## src/rtl/riscv_step_sequencer_pkg.sv

```systemverilog
// Shared state encodings and state-class helpers for the step sequencer.
package riscv_step_sequencer_pkg;

    localparam int SEQ_W = 3;

    typedef enum logic [SEQ_W-1:0] {
        SEQ_IDLE   = 3'd0,
        SEQ_FETCH  = 3'd1,
        SEQ_DECODE = 3'd2,
        SEQ_READ   = 3'd3,
        SEQ_EXEC   = 3'd4,
        SEQ_WB     = 3'd5,
        SEQ_HALT   = 3'd6,
        SEQ_ERROR  = 3'd7
    } seq_state_t;

    function automatic logic seq_is_busy(input seq_state_t s);
        return (s != SEQ_IDLE) && (s != SEQ_HALT) && (s != SEQ_ERROR);
    endfunction

    // States that wait on a done handshake and are covered by the timeout.
    function automatic logic seq_is_wait(input seq_state_t s);
        return (s == SEQ_FETCH) || (s == SEQ_DECODE) || (s == SEQ_READ) || (s == SEQ_EXEC);
    endfunction

endpackage

```

## src/rtl/riscv_step_sequencer_btn_sync_edge.sv

```systemverilog
// Two-flop synchronizer followed by a rising-edge detector; one-cycle pulse per press.
module btn_sync_edge (
    input  logic clk,
    input  logic rst,
    input  logic i_btn,
    output logic o_pulse
);

    logic r_meta;
    logic r_sync;
    logic r_prev;

    always_ff @(posedge clk or posedge rst) begin
        if (rst) begin
            r_meta <= 1'b0;
            r_sync <= 1'b0;
            r_prev <= 1'b0;
        end else begin
            r_meta <= i_btn;
            r_sync <= r_meta;
            r_prev <= r_sync;
        end
    end

    assign o_pulse = r_sync & ~r_prev;

endmodule

```

## src/rtl/riscv_step_sequencer.sv

```systemverilog
// Multi-cycle core controller: FETCH->DECODE->READ->EXEC->WB per step, with timeout and halt.
// Optional free-run mode (extra `run` input) enabled by defining SEQ_FREERUN_EN.
module riscv_step_sequencer
    import riscv_step_sequencer_pkg::*;
#(
    parameter int PC_W     = 10,
    parameter int PC_LIMIT = 1023,
    parameter int TIMEOUT  = 15,
    parameter int CNT_W    = 16
) (
    input  logic             clk,
    input  logic             rst,
    input  logic             btn,
`ifdef SEQ_FREERUN_EN
    input  logic             run,
`endif
    input  logic [PC_W-1:0]  pc,
    output logic             pc_adv,
    output logic             mem_start,
    input  logic             mem_done,
    output logic             decode_start,
    input  logic             decode_done,
    output logic             read_en,
    input  logic             read_done,
    output logic             alu_start,
    input  logic             alu_done,
    output logic             wb_en,
    output logic             busy,
    output logic             halted,
    output logic             error,
    output logic [2:0]       state,
    output logic [CNT_W-1:0] retired
);

    localparam logic [PC_W-1:0] LP_PC_LIMIT = PC_W'(PC_LIMIT);
    localparam logic [3:0]      LP_TMO_LAST = 4'(TIMEOUT - 1);

    seq_state_t       r_state;
    seq_state_t       w_state_nxt;
    logic [3:0]       r_tmo;
    logic [CNT_W-1:0] r_retired;
    logic             r_pc_adv;
    logic             r_mem_start;
    logic             r_decode_start;
    logic             r_read_en;
    logic             r_alu_start;
    logic             r_wb_en;
    logic             w_step;
    logic             w_go;
    logic             w_done;
    logic             w_entry;

    btn_sync_edge u_btn_sync_edge (
        .clk     (clk),
        .rst     (rst),
        .i_btn   (btn),
        .o_pulse (w_step)
    );

`ifdef SEQ_FREERUN_EN
    assign w_go = w_step | run;
`else
    assign w_go = w_step;
`endif

    // Only the owning state listens to its done; strays elsewhere are ignored.
    always_comb begin
        w_done = 1'b0;
        case (r_state)
            SEQ_FETCH:  w_done = mem_done;
            SEQ_DECODE: w_done = decode_done;
            SEQ_READ:   w_done = read_done;
            SEQ_EXEC:   w_done = alu_done;
            default:    w_done = 1'b0;
        endcase
    end

    always_ff @(posedge clk or posedge rst) begin
        if (rst) begin
            r_state <= SEQ_IDLE;
        end else begin
            r_state <= w_state_nxt;
        end
    end

    // A done on the last allowed cycle takes priority over the timeout.
    always_comb begin
        w_state_nxt = r_state;
        case (r_state)
            SEQ_IDLE:   if (w_go) w_state_nxt = SEQ_FETCH;
            SEQ_FETCH:  if (w_done) w_state_nxt = SEQ_DECODE;
                        else if (r_tmo == LP_TMO_LAST) w_state_nxt = SEQ_ERROR;
            SEQ_DECODE: if (w_done) w_state_nxt = SEQ_READ;
                        else if (r_tmo == LP_TMO_LAST) w_state_nxt = SEQ_ERROR;
            SEQ_READ:   if (w_done) w_state_nxt = SEQ_EXEC;
                        else if (r_tmo == LP_TMO_LAST) w_state_nxt = SEQ_ERROR;
            SEQ_EXEC:   if (w_done) w_state_nxt = SEQ_WB;
                        else if (r_tmo == LP_TMO_LAST) w_state_nxt = SEQ_ERROR;
            SEQ_WB:     w_state_nxt = (pc == LP_PC_LIMIT) ? SEQ_HALT : SEQ_IDLE;
            default:    w_state_nxt = r_state;
        endcase
    end

    assign w_entry = (w_state_nxt != r_state);

    always_ff @(posedge clk or posedge rst) begin
        if (rst) begin
            r_mem_start    <= 1'b0;
            r_decode_start <= 1'b0;
            r_read_en      <= 1'b0;
            r_alu_start    <= 1'b0;
            r_wb_en        <= 1'b0;
            r_pc_adv       <= 1'b0;
        end else begin
            r_mem_start    <= w_entry && (w_state_nxt == SEQ_FETCH);
            r_decode_start <= w_entry && (w_state_nxt == SEQ_DECODE);
            r_read_en      <= w_entry && (w_state_nxt == SEQ_READ);
            r_alu_start    <= w_entry && (w_state_nxt == SEQ_EXEC);
            r_wb_en        <= w_entry && (w_state_nxt == SEQ_WB);
            r_pc_adv       <= (r_state == SEQ_WB) && (w_state_nxt == SEQ_IDLE);
        end
    end

    always_ff @(posedge clk or posedge rst) begin
        if (rst) begin
            r_tmo <= 4'd0;
        end else if (w_entry) begin
            r_tmo <= 4'd0;
        end else if (seq_is_wait(r_state)) begin
            r_tmo <= r_tmo + 4'd1;
        end
    end

    // Retire count wraps naturally at 2^CNT_W.
    always_ff @(posedge clk or posedge rst) begin
        if (rst) begin
            r_retired <= '0;
        end else if (r_state == SEQ_WB) begin
            r_retired <= r_retired + 1'b1;
        end
    end

    assign pc_adv       = r_pc_adv;
    assign mem_start    = r_mem_start;
    assign decode_start = r_decode_start;
    assign read_en      = r_read_en;
    assign alu_start    = r_alu_start;
    assign wb_en        = r_wb_en;
    assign busy         = seq_is_busy(r_state);
    assign halted       = (r_state == SEQ_HALT);
    assign error        = (r_state == SEQ_ERROR);
    assign state        = r_state;
    assign retired      = r_retired;

endmodule

```

## config.mk

```make
export PLATFORM = sky130hd
export DESIGN_NAME = riscv_step_sequencer
export DESIGN_NICKNAME = d
export VERILOG_FILES = /design/src/rtl/riscv_step_sequencer_pkg.sv /design/src/rtl/riscv_step_sequencer_btn_sync_edge.sv /design/src/rtl/riscv_step_sequencer.sv
export SDC_FILE = /design/constraint.sdc
export NUM_CORES = 1
export LEC_CHECK = 0
export CAP_MARGIN = 10
export CORE_MARGIN = 2
export CORE_UTILIZATION = 44
export CTS_CLUSTER_SIZE = 40
export DETAILED_ROUTE_END_ITERATION = 10
export PLACE_DENSITY = 0.75
export SYNTH_ARGS = -nofsm -noshare
export SYNTH_HDL_FRONTEND = slang
export SYNTH_SLANG_ARGS = --single-unit
```

## constraint.sdc

```tcl
create_clock -name clk -period 3.1 [get_ports clk]
set_input_delay 0.775 -clock clk [delete_from_list [all_inputs] [get_ports clk]]
set_output_delay 0.775 -clock clk [all_outputs]
set_load 0.005 [all_outputs]
```

Word-level counts from Yosys, hierarchy flattened
Index checks and enable logic that the tools add are counted.
Widths: inputs -> output; s select.
{ "totals": {"ff_bits": 32, "input_bits": 17, "output_inout_bits": 28, "wordCells": 59} }
{ "op_classes": {"addsub": 2, "n_eq_ne": 17, "muxes": 11, "bitwise_logic": 2, "reduce_logical": 15} }
{ "ops": {"columns": ["op", "count"], "rows": [
  ["$mux 3", 7],
  ["$eq 3x3->1 const B", 6],
  ["$pmux 3 s6", 1],
  ["$add 16x1->16 const B", 1],
  ["$eq 3x2->1 const B", 4],
  ["$eq 10x10->1 const B", 1],
  ["$logic_and 1x1->1", 8],
  ["$mux 4", 2],
  ["$eq 3x1->1 const B", 2],
  ["$logic_not 3->1", 2],
  ["$ne 3x3->1 const B", 2],
  ["$add 4x1->4 const B", 1],
  ["$eq 4x4->1 const B", 1],
  ["$pmux 1 s4", 1],
  ["$logic_or 1x1->1", 3],
  ["$ne 3x3->1", 1],
  ["$reduce_bool 3->1", 1],
  ["$reduce_bool 2->1", 1],
  ["$and 1x1->1", 1],
  ["$not 1->1", 1]
]} }

Logic depth before layout (Yosys ltp)
{ "depth": {"depth_word": 6, "mapped_depth": 6, "depth_no_buf": 6} }

Cells and area by module
Synthesis repeated with hierarchy kept, for this count alone.
{ "unflattened": {"hier_cells": 147, "hier_area_um2": 1579.0} }
{ "by_module_without_submodules": {"columns": ["module", "instances", "cells_per_inst", "area_each_um2", "seq_area_each_um2"], "rows": [
  ["riscv_step_sequencer", 1, 142, 1486.4, 725.7],
  ["btn_sync_edge", 1, 5, 92.6, 75.1]
]} }

Worst setup path before layout
No wires, ideal clock.
{ "synth_timing": {"kind": "input port to flip-flop", "startpoint": "in decode_done", "endpoint": "reg r_state[0] (netlist: state[0])", "setup_time_ns": 0.126, "arrival_time_ns": 1.636, "required_ns": 2.974, "setup_slack_ns": 1.338, "cell_stages": 4, "path_buffers": 0, "cell_sequence": "and4bb_4 -> nor4_4 -> nand2_1 -> a221o_1"} }
{ "synth_via": {"elab_chain_cells": 3, "word_cells_on_any_way": 6, "classes_between": "mux (6)"} }
{ "synth_lines": {"columns": ["element", "line_no", "rtl"], "rows": [
  ["start: declaration", "riscv_step_sequencer.sv:22", "input logic decode_done,"],
  ["$pmux 1 s4 (*)", "riscv_step_sequencer.sv:69", "case (r_state)"],
  ["$mux 3, on equally long branches", null, null],
  ["$pmux 3 s6 (*)", "riscv_step_sequencer.sv:89", "case (r_state)"],
  ["via w_state_nxt[0]", "riscv_step_sequencer.sv:39", "seq_state_t w_state_nxt;"],
  ["end signal: assignment", "riscv_step_sequencer.sv:82", "r_state <= w_state_nxt;"],
  ["end: declaration", "riscv_step_sequencer.sv:38", "seq_state_t r_state;"]
]} }
Mark *: on every way through the listed nets, which the timed path passes. The rest lies on a longest branch.
A chain may end at the register's enable or synchronous reset.

Worst setup path in the final report
{ "layout_timing": {"startpoint": "reg r_state[1] (netlist: state[1])", "endpoint": "out busy"} }
{ "layout_via": {"elab_chain_cells": 3, "word_cells_on_any_way": 5, "classes_between": "eq/ne (2); reduce/logical (3)"} }
{ "layout_lines": {"columns": ["element", "line_no", "rtl"], "rows": [
  ["$ne 3x3->1 / $reduce_bool 3->1 (equally long branches)", "riscv_step_sequencer_pkg.sv:18", "return (s != SEQ_IDLE) && (s != SEQ_HALT) && (s != SEQ_ERROR);"],
  ["$logic_and 1x1->1", "riscv_step_sequencer_pkg.sv:18", null],
  ["$logic_and 1x1->1 (*)", "riscv_step_sequencer_pkg.sv:18", null],
  ["end: declaration", "riscv_step_sequencer.sv:28", "output logic busy,"]
]} }
Every way passes the cells marked *; elsewhere a longest branch is shown, timed or not.

==> results_dict.tcl <==
set metrics [dict create \
    critical_path_arrival_ns 1.82 \
    r2r_start "state[1]" \
    internal_power_mw 0.815 \
    gp_routability_congestion 0.776 \
    cts-root-buf "sky130_fd_sc_hd__clkbuf_4" \
    die_h_um 64.2 \
    initial_antenna_violation_count 0 \
    avgSynthCellArea_um2 10.8 \
    floorplan.die_area_um2 4120 \
    setup_failing_eps_final 0 \
    initial_utilization_pct 46.7 \
    path_class_of_the_lowest_slack_min_delay_path "reg2reg" \
    postLayoutCellArea_um2 2160 \
    hold_slack_ns 0.361 \
    detail_route.wirelength_um 3310 \
    postSynthRegisterBits 32 \
    cts.sinks 32 \
    rr_endpoint "r_tmo[2]" \
    h-tree-depth 2 \
    dr.first_iter.drc_count 41 \
    synthesis.yosys.warnings 0 \
    insertedDiodeCount 0 \
    maxClockFrequency_ghz 0.385 \
    core-area_um2 3420 \
    critical_path.startpoint "state[1]" \
    routed_len_inst_um 13.6 \
    outcome "finished clean" \
    placed_area_um2 2080 \
    worst_ep_required_time_ns 2.32 \
    setup.worst_path.end "busy" \
    largest_register_ff_count 16 \
    power-per-cell-area_nw_per_um2 538 \
    via_cell_ratio 5.21 \
    worstHoldPathCells 0 \
    number_of_synthesized_flops_with_an_enable_pin 0 \
    mostFrequentLayoutCells "sky130_fd_sc_hd__clkdlybuf4s50_1, sky130_fd_sc_hd__dfrtp_1, sky130_fd_sc_hd__xnor2_1" \
    grt_util_all_layers_pct 18.0 \
    antenna_left 0 \
    cts_tree "yes" \
    area_growth_pct 35.3 \
    place.port_buffers 44 \
    actual_transition_at_the_worst_max_transition_pin_ns 0.573 \
    synth.net_count 168 \
    residual_drc_count 0 \
    syn_inst 148 \
    yosysUniqueCellTypes 36 \
    numCtsBuffers 5 \
    final_period_minus_worst_setup_slack_ns 2.60 \
    dp.final_hpwl_um 2440 \
    fraction_of_the_core_area_covered_by_cells_at_the_end_of_the_flow_pct 63.2 \
    clock_latency_ns 0.36 \
    fin_skew_ns 0.0192 \
    combinational_power_share_pct 28.2 \
    timing.max_slew.rel_slack_pct 61.5 \
    grt_pass1_vias 1231 \
    detail_route.first_pass.iterations 4 \
    ios 45 \
    rsz_0062_raised_after_global_routing "false" \
    fin_tns_setup_ns 0 \
    power.leakage_nw 0.959 \
    final.period_utilization_pct 83.8 \
    final_cell_count_no_fill 244 \
    layout_nets 217 \
    p_sw_share_pct 29.9 \
    cap_viol_max_count 0 \
    most_common_cell_after_layout_fill_and_taps_aside "sky130_fd_sc_hd__clkdlybuf4s50_1" \
    reg2reg_setup_slack_ns 1.27 \
    end_kind "output port" \
    overall_die_width_um 64.2 \
    seq_power_share_pct 44.1 \
    maximum_number_of_pins_on_one_net_before_global_route_repair 33 \
    postCtsSetupRepairBufs 0 \
    rows 21 \
    cts_hold_buf 0 \
    crit_path_max_fanout 6 \
    drv_slew 0 \
    clk_transition_reported_paths_ns 0.10 \
    power_frac_clock_pct 27.7 \
    layout-drive-gt1-share_pct 9.09 \
    hold_viol 0 \
    clockBufferDepth 2 \
    mapped_area_um2 1600 \
    globalRoute.totalOverflow 0 \
    switchingPower_mw 0.347 \
    placedCellCount 236 \
    kind_of_critical_path "reg2out" \
    ys_seq_area_share_pct 50.2 \
    reg2regPathDepth 5 \
    grt_pass1_wl_um 5640 \
    peakVddDrop_uv 398 \
    start_kind "flip-flop" \
    async_flop_share_pct 100 \
    postSynth.topFlopCell "sky130_fd_sc_hd__dfrtp_1" \
    cts_resized 0 \
    route.vias.total 1272 \
]
-- per-layer routing --
layer / up-vias / wire length (µm) / global-route usage, % / part of all wire, %
met4: 0 / 69 / 9.57 / 2.1
met1: 626 / 1440 / 21.6 / 43
met3: 7 / 134 / 5.11 / 4.0
met5: - / 0 / 0 / 0
met2: 25 / 1670 / 29.3 / 50
li1: 614 / - / - / -
-- metrics by stage --
stage                     power (mW)  setup slack (ns)
final                           1.16             0.501
after detailed placement       0.850             0.785
after CTS                       1.17             0.499
after global routing            1.23             0.323
after floorplan                0.715              1.34
after global placement         0.831             0.843
-- worst min path at each step --
stage                                 startpoint                endpoint  slack (ns)
after floorplan           u_btn_sync_edge.r_meta  u_btn_sync_edge.r_sync        0.33
after global placement    u_btn_sync_edge.r_meta  u_btn_sync_edge.r_sync        0.33
after detailed placement  u_btn_sync_edge.r_meta  u_btn_sync_edge.r_sync        0.34
after CTS                 u_btn_sync_edge.r_meta  u_btn_sync_edge.r_sync        0.36
after global routing      u_btn_sync_edge.r_meta  u_btn_sync_edge.r_sync        0.38
final                     u_btn_sync_edge.r_meta  u_btn_sync_edge.r_sync        0.36
-- power groups by stage --
stage                     sequential, mW  combinational (mW)  clock [mW]
after floorplan                    0.515               0.200           0
after global placement             0.516               0.315           0
after detailed placement           0.520               0.330           0
after CTS                          0.512               0.331       0.326
after global routing               0.521               0.364       0.344
final                              0.512               0.327       0.321
-- cells in the mapped netlist, drive strengths merged (2+ instances only) --
cell type | count | area share (%)
xnor2 | 15 | 8.2
and4bb | 3 | 2.8
inv | 5 | 1.2
a21oi | 3 | 0.94
nor3b | 3 | 1.4
nor2 | 11 | 2.6
o21ai | 4 | 1.3
xor2 | 4 | 2.2
dfrtp | 32 | 50
nand2 | 14 | 3.3
nand4 | 5 | 2.0
nor3 | 7 | 2.2
nor4 | 3 | 3.1
ha | 3 | 2.4
a31oi | 2 | 0.78
nand3 | 8 | 2.5
and3 | 4 | 1.6
nor2b | 3 | 1.2
buf | 5 | 2.4
-- critical path, stage by stage (launching register included) --
cell                              delay, ns
sky130_fd_sc_hd__dfrtp_1               0.45
sky130_fd_sc_hd__nor3_1                0.47
sky130_fd_sc_hd__a21oi_1               0.08
sky130_fd_sc_hd__clkdlybuf4s50_1       0.47
-- area by class of cell --
class	count	area [µm²]
clock inverter	2	35.0
sequential	32	801
timing repair buffer	48	470
fill	287	1260
inverter	5	18.8
tap	46	57.6
multi-input combinational	105	734
clock buffer	6	41.3
-- kinds of logic (layout without fill, tap and decap cells) --
kind of cell	count (synthesis)	count (layout)	share of synthesized area (%)
AOI/OAI and AO/OA	16	16	6.67
xor gates and xnor gates	19	19	10.4
adders and majority gates	3	3	2.35
buffers and inverters	11	61	3.76
DFF	32	32	50.2
muxes	1	1	0.627
and+or+nand+nor	66	66	26.0
(Power assumes the default switching activity.)
